File: src/rtl/kgp_risc_pkg.sv
// Shared KGP_RISC definitions: branch codes, sequencer states and the
// default sequential PC increment.
package kgp_risc_pkg;

  localparam logic [2:0] BR_NONE = 3'b000;
  localparam logic [2:0] BR_JMP  = 3'b001;
  localparam logic [2:0] BR_CALL = 3'b010;
  localparam logic [2:0] BR_LTZ  = 3'b011;
  localparam logic [2:0] BR_Z    = 3'b100;
  localparam logic [2:0] BR_NZ   = 3'b101;
  localparam logic [2:0] BR_C    = 3'b110;
  localparam logic [2:0] BR_NC   = 3'b111;

  localparam int PC_STEP_DEFAULT = 4;

  typedef enum logic [1:0] {
    S_IDLE,
    S_WAIT_ALU,
    S_FLUSH
  } seq_state_t;

endpackage

File: src/rtl/branch_sequencer_cond_eval.sv
// Combinational branch-condition resolver: maps a 3-bit branch code and
// the carry/zero/sign flags to a taken decision.
module cond_eval
  import kgp_risc_pkg::*;
(
  input  logic [2:0] code,
  input  logic       carry,
  input  logic       zero,
  input  logic       sign,
  output logic       taken
);

  always_comb begin
    case (code)
      BR_NONE: taken = 1'b0;
      BR_JMP:  taken = 1'b1;
      BR_CALL: taken = 1'b1;
      BR_LTZ:  taken = sign & ~zero;
      BR_Z:    taken = zero;
      BR_NZ:   taken = ~zero;
      BR_C:    taken = carry;
      BR_NC:   taken = ~carry;
      default: taken = 1'b0;
    endcase
  end

endmodule

File: src/rtl/branch_sequencer.sv
// PC sequencer between decode and fetch: accepts one decoded instruction,
// waits for the ALU when needed, resolves branches and drives flush/link.
module branch_sequencer
  import kgp_risc_pkg::*;
#(
  parameter int                ADDR_W   = 32,
  parameter logic [ADDR_W-1:0] RESET_PC = '0,
  parameter int                PC_STEP  = PC_STEP_DEFAULT
) (
  input  logic              clk,
  input  logic              rst_n,
  input  logic              dec_valid,
  output logic              dec_ready,
  input  logic [2:0]        dec_branch,
  input  logic [ADDR_W-1:0] dec_target,
  input  logic              dec_sets_flags,
  input  logic              dec_uses_alu,
  input  logic              alu_done,
  input  logic              alu_carry,
  input  logic              alu_zero,
  input  logic              alu_sign,
  output logic [ADDR_W-1:0] pc,
  output logic              flush,
  output logic              link_we,
  output logic [ADDR_W-1:0] link_addr,
  output logic              carry_flag
);

  localparam logic [ADDR_W-1:0] STEP = ADDR_W'(PC_STEP);

  seq_state_t        state_q, state_d;
  logic [ADDR_W-1:0] pc_d, link_addr_d;
  logic              carry_d, flush_d, link_we_d;

  // Instruction captured at accept, consumed when the ALU reports done.
  logic [2:0]        br_q, br_d;
  logic [ADDR_W-1:0] tgt_q, tgt_d;
  logic [ADDR_W-1:0] ret_q, ret_d;
  logic              sets_q, sets_d;

  logic [ADDR_W-1:0] pc_plus;
  logic              taken;

  assign pc_plus   = pc + STEP;
  assign dec_ready = (state_q == S_IDLE);

  // Carry input is the stored flag, so 110/111 never see the ALU op's own
  // carry write; sign/zero are the live ALU flags.
  cond_eval u_cond_eval (
    .code  (br_q),
    .carry (carry_flag),
    .zero  (alu_zero),
    .sign  (alu_sign),
    .taken (taken)
  );

  always_comb begin
    // NOTE: every output of this block gets a default first, so no path
    // leaves a signal unassigned and no latch is inferred.
    state_d     = state_q;
    pc_d        = pc;
    carry_d     = carry_flag;
    flush_d     = 1'b0;
    link_we_d   = 1'b0;
    link_addr_d = link_addr;
    br_d        = br_q;
    tgt_d       = tgt_q;
    ret_d       = ret_q;
    sets_d      = sets_q;

    case (state_q)
      S_IDLE: begin
        if (dec_valid) begin
          br_d   = dec_branch;
          tgt_d  = dec_target;
          ret_d  = pc_plus;
          sets_d = dec_sets_flags;
          if (!dec_uses_alu && (dec_branch == BR_JMP || dec_branch == BR_CALL)) begin
            pc_d    = dec_target;
            flush_d = 1'b1;
            state_d = S_FLUSH;
            if (dec_branch == BR_CALL) begin
              link_we_d   = 1'b1;
              link_addr_d = pc_plus;
            end
          end else if (!dec_uses_alu && dec_branch == BR_NONE) begin
            pc_d = pc_plus;
          end else begin
            state_d = S_WAIT_ALU;
          end
        end
      end

      S_WAIT_ALU: begin
        if (alu_done) begin
          if (sets_q) carry_d = alu_carry;
          if (taken) begin
            pc_d    = tgt_q;
            flush_d = 1'b1;
            state_d = S_FLUSH;
            if (br_q == BR_CALL) begin
              link_we_d   = 1'b1;
              link_addr_d = ret_q;
            end
          end else begin
            pc_d    = ret_q;
            state_d = S_IDLE;
          end
        end
      end

      S_FLUSH: state_d = S_IDLE;

      default: state_d = S_IDLE;
    endcase
  end

  // NOTE: state registers use non-blocking assignments so every flop
  // samples the pre-edge values of the others, matching real hardware.
  always_ff @(posedge clk or negedge rst_n) begin
    if (!rst_n) begin
      state_q    <= S_IDLE;
      pc         <= RESET_PC;
      carry_flag <= 1'b0;
      flush      <= 1'b0;
      link_we    <= 1'b0;
      link_addr  <= '0;
      br_q       <= BR_NONE;
      tgt_q      <= '0;
      ret_q      <= '0;
      sets_q     <= 1'b0;
    end else begin
      state_q    <= state_d;
      pc         <= pc_d;
      carry_flag <= carry_d;
      flush      <= flush_d;
      link_we    <= link_we_d;
      link_addr  <= link_addr_d;
      br_q       <= br_d;
      tgt_q      <= tgt_d;
      ret_q      <= ret_d;
      sets_q     <= sets_d;
    end
  end

endmodule
File: config.mk
export PLATFORM = sky130hd
export DESIGN_NAME = branch_sequencer
export DESIGN_NICKNAME = d
export VERILOG_FILES = /design/src/rtl/kgp_risc_pkg.sv /design/src/rtl/branch_sequencer_cond_eval.sv /design/src/rtl/branch_sequencer.sv
export SDC_FILE = /design/constraint.sdc
export NUM_CORES = 1
export LEC_CHECK = 0
export CAP_MARGIN = 5
export CORE_ASPECT_RATIO = 1.75
export CORE_MARGIN = 3
export CORE_UTILIZATION = 40
export CTS_CLUSTER_DIAMETER = 100
export CTS_CLUSTER_SIZE = 10
export DETAILED_ROUTE_END_ITERATION = 8
export HOLD_SLACK_MARGIN = 0.1
export PLACE_DENSITY_LB_ADDON = 0.15
export SYNTH_ARGS = -nofsm -noshare
export SYNTH_HDL_FRONTEND = slang
export SYNTH_SLANG_ARGS = --single-unit
File: constraint.sdc
create_clock -name clk -period 2.99 [get_ports clk]
set_input_delay 0.897 -clock clk [delete_from_list [all_inputs] [get_ports clk]]
set_output_delay 0.897 -clock clk [all_outputs]
set_load 0.05 [all_outputs]
==> results of run 1 <==
synth_stat cells, drive strengths merged, types with 5 or more instances:
master	instances
nand3	15
mux2i	21
xor2	12
a221o	6
nor2	61
inv	9
a32o	5
o22ai	5
a21oi	34
nand2	208
a22o	6
nor3	15
a211oi	28
nand4	11
mux2	13
nor3b	5
a21o	14
dfrtp	137
nor4	5
clkbuf	42
a31oi	8
o21ai	62
xnor2	17
buf	13
per-layer routing:
| metal | global-route usage, % | vias up |
|---|---|---|
| met5 | 0 | - |
| met4 | 9.02 | 0 |
| met3 | 4.25 | 40 |
| met2 | 41.1 | 177 |
| met1 | 26.6 | 3125 |
| li1 | - | 3007 |
logic make-up (layout without fill, tap and decap cells):
kind of cell | Yosys count | count (layout) | synth area share, %
xor gates and xnor gates | 29 | 29 | 3.62
AOI/OAI and AO/OA | 190 | 190 | 17.5
muxes | 34 | 34 | 5.08
buffers and inverters | 64 | 190 | 3.65
adders and majority gates | 1 | 1 | 0.178
DFF | 137 | 137 | 48.8
and+or+nand+nor | 340 | 340 | 21.2
power breakdown:
part	total (mW)	leakage, nW	switching, mW	internal, mW
logic	5.96	2.09	3.73	2.22
registers	3.55	1.68	0.827	2.72
clock network	2.19	0.299	0.819	1.37
total	11.7	4.07	5.38	6.32
final timing paths:
path	to	slack (ns)	depth (start not counted)
min in group clk	tgt_q[18]$_DFFE_PN0P_	0.48	2
setup / recovery	dec_ready	0.21	2
max in group asynchronous	pc[18]$_DFFE_PN0P_	1.80	2
setup reg to reg	link_addr[18]$_DFFE_PN0P_	0.48	7
hold reg to reg	tgt_q[18]$_DFFE_PN0P_	0.48	2
hold / removal	ret_q[5]$_DFFE_PN0P_	0.44	1
area by class of cell:
class                           instances  share of cell area, %
Sequential cell                       137                   37.0
Multi-Input combinational cell        594                   36.4
Timing Repair Buffer                  151                   16.6
Clock buffer                           20                   5.04
Tap cell                              227                   3.07
Clock inverter                         10                   1.54
Inverter                                9                  0.365
state kept, by name, summed over array words and instances (netlist names):
signal,count
tgt_q,32
carry_flag,1
ret_q,32
pc,32
br_q,3
link_addr,32
state_q,2
link_we,1
sets_q,1
flush,1
==> flow_metrics.tcl, run 1 <==
set metrics [dict create \
    outcome "finished clean" \
    yosys_warnings 0 \
    layout-drive-gt1-share_pct 10.3 \
    arrival_ns 1.88 \
    cp-end-kind "output port" \
    cp-startpoint "state_q[0]$_DFFE_PN0P_" \
    synth_area_leaders "dfrtp_1 49%, nand2_1 11%, o21ai_0 4.4%, nor2_1 3.2%, a211oi_1 3.0%" \
    wirelength_met1_um 8640 \
    avgRoutedWirePerCell_um 18.7 \
    cts_tree "done" \
    highest_layer "met4" \
    finalWirelength_um 21500 \
    grt_pass1_wl_um 34500 \
    min_period_ns 2.78 \
    worstPathCellList "nor2_1 -> clkdlybuf4s50_1" \
    clock_skew_ns 0.0127 \
    antenna_found_initial 0 \
    drc 0 \
    layout_commonest_cell "nand2_1" \
    synth_top_area_cell "dfrtp_1" \
    slowest_stage "clkdlybuf4s50_1" \
    rsz0062_at_grt "no" \
    dp.cells 1118 \
    ys_seq_area_share_pct 48.8 \
    wl_met3_um 912 \
    p_total_mw 11.7 \
    route.vias.total 6349 \
    area_growth_pct 31.9 \
    nets 955 \
    synth_ff_type "dfrtp_1" \
    finalInstanceArea_um2 9260 \
    numPortBuffers 111 \
    tightest_slew_ns 0.643 \
    min_path_type "in2async" \
    setup_ws_ns 0.210 \
    regArea_um2 3430 \
    grt_start_max_net_pins 93 \
    drv_cap 0 \
    diodes 0 \
    cts_buffer_depth 2 \
    synthArstFlopShare_pct 100 \
    path_clk_slew_ns 0.06 \
    n_fill_cell 1577 \
    ir_drop_uv 643 \
    critical_path_buf_inv_count 1 \
    synth_area_um2 7020 \
    yosysTopAreaCellShare_pct 48.8 \
    fin_cells 1148 \
    crit_path_max_incr_delay_ns 0.84 \
    synth_edf_count 0 \
    htree_levels 4 \
    period_share_pct 93.0 \
    post_cts_resized 0 \
    final.setup.tns_ns 0 \
    slew_viol_final 0 \
    finalHoldViolCount 0 \
    drt_iter0_drc 337 \
    numCtsBuffers 17 \
    cts_root_buf "clkbuf_16" \
    maxSlewHeadroom_pct 56.8 \
    synth_nets 840 \
    post_cts_buffers 0 \
    start_util_pct 41.1 \
    rows 63 \
    crit_required_ns 2.09 \
    cts.sinks 137 \
    synth_cells 795 \
    die_h_um 181 \
    clock_latency_ns 0.43 \
    multiInputGateArea_um2 3370 \
    hold-worst-slack_ns 0.439 \
    place_congestion 0.862 \
    grt_pass1_vias 6403 \
    ys_ff_latch 137 \
    preCtsSetupSlack_ns -0.00109 \
    holdBufCountCts 0 \
    setup_viol 0 \
    critical_path_class "reg2out" \
    power.leakage_nw 4.07 \
    avgSynthCellArea_um2 8.83 \
    rr_startpoint "pc[3]$_DFFE_PN0P_" \
    layout_common_cells "207 x nand2_1, 137 x dfrtp_1, 110 x clkdlybuf4s50_1" \
    dieArea_um2 19200 \
    critPathLaunchType "flip-flop" \
    final_util_pct 54.1 \
    crit_fanout 5 \
    powerDensity_nw_per_um2 1260 \
    cpLargestDelayFamily "buffers and inverters" \
    placed_cell_area_um2 8650 \
    track_usage_pct 22.9 \
    core_um2 17100 \
    dr.pass1.iters 6 \
    grt-ovfl-total 0 \
    synthDistinctLibCells 57 \
    postRouteAntennaNets 0 \
    hpwl_um 14800 \
    vias_per_cell 5.53 \
    timing.fmax_mhz 360 \
    num_io_pins 112 \
    wl_met2_um 11400 \
    die_width_um 106 \
]
Power figures use the tool's default switching activity.
==> run 2, diff against run 1 <==
--- a/config.mk
+++ b/config.mk
@@ -5,6 +5,7 @@
 export SDC_FILE = /design/constraint.sdc
 export NUM_CORES = 1
 export LEC_CHECK = 0
+export ABC_CLOCK_PERIOD_IN_PS = 2990
 export CAP_MARGIN = 5
 export CORE_ASPECT_RATIO = 1.75
 export CORE_MARGIN = 3
==> results of run 2 <==
The final DEF is identical to that of run 1; final timing and power are the same.
==> variant 1 (flow settings as in run 1) <==
`ADDR_W`: 32 -> 64.
--- a/src/rtl/branch_sequencer.sv
+++ b/src/rtl/branch_sequencer.sv
@@ -5,3 +5,3 @@
 #(
-  parameter int                ADDR_W   = 32,
+  parameter int                ADDR_W   = 64,
   parameter logic [ADDR_W-1:0] RESET_PC = '0,
Interface: changed (resized dec_target, link_addr and pc); port bits go from 112 to 208. The function was not compared with the original's and may differ.
==> variant 1 against run 1 <==
- synthesized area increased by 100%
- final area increased by 99%
- first-iteration DRC count increased to 3.2 times the old value
- routed wire length increased by 140%
- sequential cell count increased by 128
- clock skew increased by 0.012 ns
- synthesized cell count increased by 110%
- worst setup slack got worse by 0.16 ns
- power increased by 79%
- largest cell class is now multi-input combinational cells
==> variant 1: results (changes against run 1) <==
stage	metric	value	unit	change
detailed_routing	via count	13749		+120%
clock_network	Root Driver	clkbuf_16		
placed_design	PortBufs	207		+86%
logic_synthesis	Main synth FF type	dfrtp_1		
clock_network	htree depth	1		-3
logic_synthesis	synth unique cells	72		+26%
sta	final worst slack	0.0550	ns	-0.155 ns
status	status	finished clean		
placed_design	GP Congestion	0.912		+5.7%
detailed_routing	DRT iter0 DRCs	1074		+220%
critical_path	Max stage delay on crit path	0.88	ns	+0.04 ns
clock_network	Num CTS Buffers	30		+13
cells_and_area	ratio of cells with drive above 1 in the final layout	12.0	%	+1.7 points
critical_path	Reg-to-Reg End	pc[42]		
sta	clk_skew	0.0250	ns	+0.0123 ns
detailed_routing	ANT nets after route	0		unchanged
logic_synthesis	synthesis warning total	0		unchanged
cells_and_area	Fillers	3321		+110%
critical_path	Worst R2R Start	pc[2]		
power_and_ir_drop	switch share	47.1	%	+1.1 points
global_routing	gr usage total	27.4	%	+4.5 points
power_and_ir_drop	VDD IR-drop max	0.000710	V	+10%
global_routing	largest net degree at the start of global routing	107		+15%
critical_path	CP Launch Point	pc[34]		
logic_synthesis	Synth Instances	1666		+110%
detailed_routing	first drt pass iteration count	5		-1
detailed_routing	total routed wirelength	52.4	mm	+140%
placed_design	Post-Place Cells	2339		+110%
sta	final hold slack	0.280	ns	-0.159 ns
clock_network	Post-CTS Resized	3		+3
logic_synthesis	Synth area leaders	dfrtp_1 (47%), nand2_1 (12%), o21ai_0 (5.5%), clkbuf_1 (3.0%), mux2_2 (2.7%)		
global_routing	first-pass GRT wire length	81.2	mm	+130%
critical_path	worst reg-to-reg path cell count	9		+2
critical_path	Critical Path Sink	pc[34]		
placed_design	DP Worst Slack	-0.277	ns	-0.276 ns
critical_path	Worst EP arrival	2.04	ns	+0.16 ns
clock_network	clk_lat worst skew	0.58	ns	+0.15 ns
sta	actual slew at the worst max-slew pin	0.727	ns	+0.0839 ns
logic_synthesis	sequential fraction of the synthesis area	47.0	%	-1.8 points
detailed_routing	routed len/inst	22.1	microns	+18%
logic_synthesis	commonest cells in the synthesized netlist	nand2_1 (435), dfrtp_1 (265), o21ai_0 (154)		
clock_network	Clock Tree Buf Depth	3		+1
placed_design	Post-DP Area	17600	sq um	+100%
cells_and_area	ant diodes	0		unchanged
logic_synthesis	asr flop ratio synth	100	%	unchanged
critical_path	Worst R2R Setup Slack	0.10	ns	-0.38 ns
cells_and_area	nets@finish	1988		+110%
power_and_ir_drop	leakage power	7.96	nW	+95%
worst_hold_path	Hold/Removal Path Class	primary input to async pin		
critical_path	critical path fanouts, max	10		+5
placed_design	Final HPWL DP	37.1	mm	+150%
## variant 1: cell count changes in the layout (fill, tap and decap cells not counted), sizes merged, moves of 18 or more
cell | run 1 | this run
nand2 | 208 | 435
dfrtp | 137 | 265
buf | 41 | 137
o21ai | 62 | 155
clkdlybuf4s50 | 110 | 201
nand3 | 15 | 60
nor3 | 15 | 56
nor2 | 61 | 101
nor4 | 5 | 35
a21oi | 34 | 57
mux2 | 13 | 34
nand4 | 11 | 29
## variant 1: layout make-up
class / count / area (sq um) / share of cell area (%)
flip-flops and latches: 265 / 6630 / 36.1
well taps: 460 / 576 / 3.13
repair buffers: 343 / 3350 / 18.2
clock inverters: 1 / 7.51 / 0.0408
multi-input cells: 1267 / 7030 / 38.2
inverters: 4 / 15.0 / 0.0817
clock buffers: 31 / 776 / 4.22
## variant 1: power by group through the flow
| stage | clock, W | sequential (W) | combinational, W |
|---|---|---|---|
| floorplan | 0 | 0.00886 | 0.00444 |
| global placement | 0 | 0.00670 | 0.0109 |
| detailed placement | 0 | 0.00673 | 0.0110 |
| CTS | 0.00331 | 0.00669 | 0.0110 |
| global route | 0.00344 | 0.00690 | 0.0118 |
| finish | 0.00326 | 0.00671 | 0.0110 |
## variant 1: metal layers
layer / wire [microns] / track usage, % / up-vias
met3: 2660 / 2.93 / 152
met1: 19700 / 32.3 / 6705
li1: - / - / 6350
met5: 0 / 0 / -
met4: 2780 / 14.2 / 0
met2: 27300 / 49.0 / 542
## variant 1: cells by family (layout without fill, tap and decap cells)
family	Yosys count	after routing	synth area share [%]
flops	265	265	47.0
xor+xnor	49	49	3.04
mux	53	53	4.06
buf+inv	134	379	3.79
fa+ha+maj	1	1	0.0886
compound gates	369	369	16.4
simple gates	795	795	25.6
==> variant 2 (flow settings as in run 1) <==
Without the edit above. Reset style: synchronous (`rst_n`), changed in one clocked block.
--- a/src/rtl/branch_sequencer.sv
+++ b/src/rtl/branch_sequencer.sv
@@ -119,3 +119,3 @@
   // samples the pre-edge values of the others, matching real hardware.
-  always_ff @(posedge clk or negedge rst_n) begin
+  always_ff @(posedge clk) begin
     if (!rst_n) begin
Check against the original RTL: differs if rst_n is asserted again (counterexample within 4 cycles, from zero or initial values and one cycle with rst_n low); with rst_n held inactive, the same outputs for 4 cycles.
==> variant 2 against run 1 <==
- hold slack better by 0.011 ns
- final area down 4.3%
- non-clock buffer count down 1
- synthesized area down 4.7%
- worst setup slack worse by 0.034 ns
- critical path depth down 1
- sequential cell count unchanged
- routed wire length down 2.0%
- die area down 4.5%
- synthesized cell count up 7.5%
- highest routed layer unchanged
Power is not compared: it rests on default switching activity, and its combinational part moved more than twofold at a synthesized area within 25%.
==> variant 2: results (changes against run 1) <==
stage	metric	value	unit	change
detailed_routing	routed len/inst	17.7	microns	-5.4%
sta	final hold slack	0.450	ns	+0.0109 ns
cells_and_area	Fillers	1622		+2.9%
logic_synthesis	average size of a mapped cell	7.83	sq um	-11%
sta	clk_skew	0.00906	ns	-0.00368 ns
cells_and_area	Area Overhead vs Synth	32.4	%	
cells_and_area	ratio of cells with drive above 1 in the final layout	11.0	%	+0.67 points
detailed_routing	total routed wirelength	21.1	mm	-2.0%
global_routing	largest net degree at the start of global routing	94		+1.1%
logic_synthesis	xor-xnor portion of the synthesized cell area	3.66	%	+0.047 points
detailed_routing	DRT iter0 DRCs	296		-12%
critical_path	Worst R2R Setup Slack	0.52	ns	+0.04 ns
cells_and_area	clock network area share	7.26	%	+0.67 points
cells_and_area	Buffers, non-clock	150		-0.66%
critical_path	Worst R2R Start	pc[10]		
critical_path	Max stage delay on crit path	0.89	ns	+0.05 ns
logic_synthesis	Synth area leaders	dfxtp_1 (41%), nand2_1 (8.0%), a21oi_1 (7.9%), nor2_1 (5.0%), a211oi_1 (4.0%)		
detailed_routing	first drt pass iteration count	5		-1
global_routing	gr usage total	22.6	%	-0.28 points
critical_path	worst reg-to-reg path cell count	6		-1
sta	actual slew at the worst max-slew pin	0.842	ns	+0.199 ns
placed_design	DP Worst Slack	-0.0708	ns	-0.0697 ns
global_routing	vias in the first global route	6240		-2.5%
cells_and_area	sequential cell area share	30.9	%	-6.1 points
detailed_routing	via count	6583		+3.7%
cells_and_area	nets@finish	998		+4.5%
logic_synthesis	asr flop ratio synth	0	%	-100 points
global_routing	first-pass GRT wire length	33.3	mm	-3.5%
cells_and_area	multi-input gates	641		+7.9%
logic_synthesis	sequential fraction of the synthesis area	41.0	%	-7.8 points
floorplan	Die ar.	18400	sq um	-4.5%
cells_and_area	non-clk buf share	16.9	%	+0.30 points
status	status	finished clean		
cells_and_area	Multi-input gate area	3680	sq um	+9.2%
critical_path	Worst EP arrival	1.92	ns	+0.04 ns
==> variant 2: cell types whose count changed in the layout (fill, tap and decap cells not counted), moves of 6 or more <==
cell,before,now
dfrtp_1,137,0
dfxtp_1,0,137
a21oi_1,33,105
nand2_1,207,142
nor2_1,60,89
o21ai_0,62,35
nand3_1,13,39
a211o_1,1,14
a21o_1,14,1
a211oi_1,28,36
mux2_2,9,16
a221o_1,6,0
==> variant 2: power by group through the flow <==
stage          Clock [W]  Combinational [W]  Sequential [W]
2_1_floorplan          0           0.000427         0.00210
3_3_place_gp           0           0.000806         0.00204
3_5_place_dp           0           0.000812         0.00204
4_1_cts          0.00234           0.000815         0.00200
5_1_grt          0.00242           0.000877         0.00202
6_report         0.00231           0.000810         0.00201
==> variant 2: worst max path at each step <==
stage / from / to / slack [ns] / cells past startpoint
final: pc[18] / pc[18] / 0.18 / 1
after global routing: pc[18] / pc[18] / 0.1 / 1
after CTS: pc[18] / pc[18] / 0.16 / 1
after floorplan: pc[3] / link_addr[22] / 0.31 / 7
after global placement: dec_branch[1] / pc[11] / -0.009 / 8
after detailed placement: dec_branch[1] / pc[13] / -0.07 / 8
==> variant 2: per-layer routing <==
metal | track usage [%] | part of all wire (%) | vias up
met5 | 0 | 0 | -
met4 | 8.93 | 2.4 | 0
met3 | 3.61 | 4.0 | 30
met2 | 42.0 | 53 | 180
met1 | 25.9 | 40 | 3117
li1 | - | - | 3256
==> variant 2: cells by family (layout without fill, tap and decap cells) <==
kind of cell	after synthesis	in the layout
and+or+nand+nor	332	332
AOI/OAI and AO/OA	248	248
DFF	137	137
buffers and inverters	77	187
muxes	32	32
xor gates and xnor gates	28	28
adders and majority gates	1	1
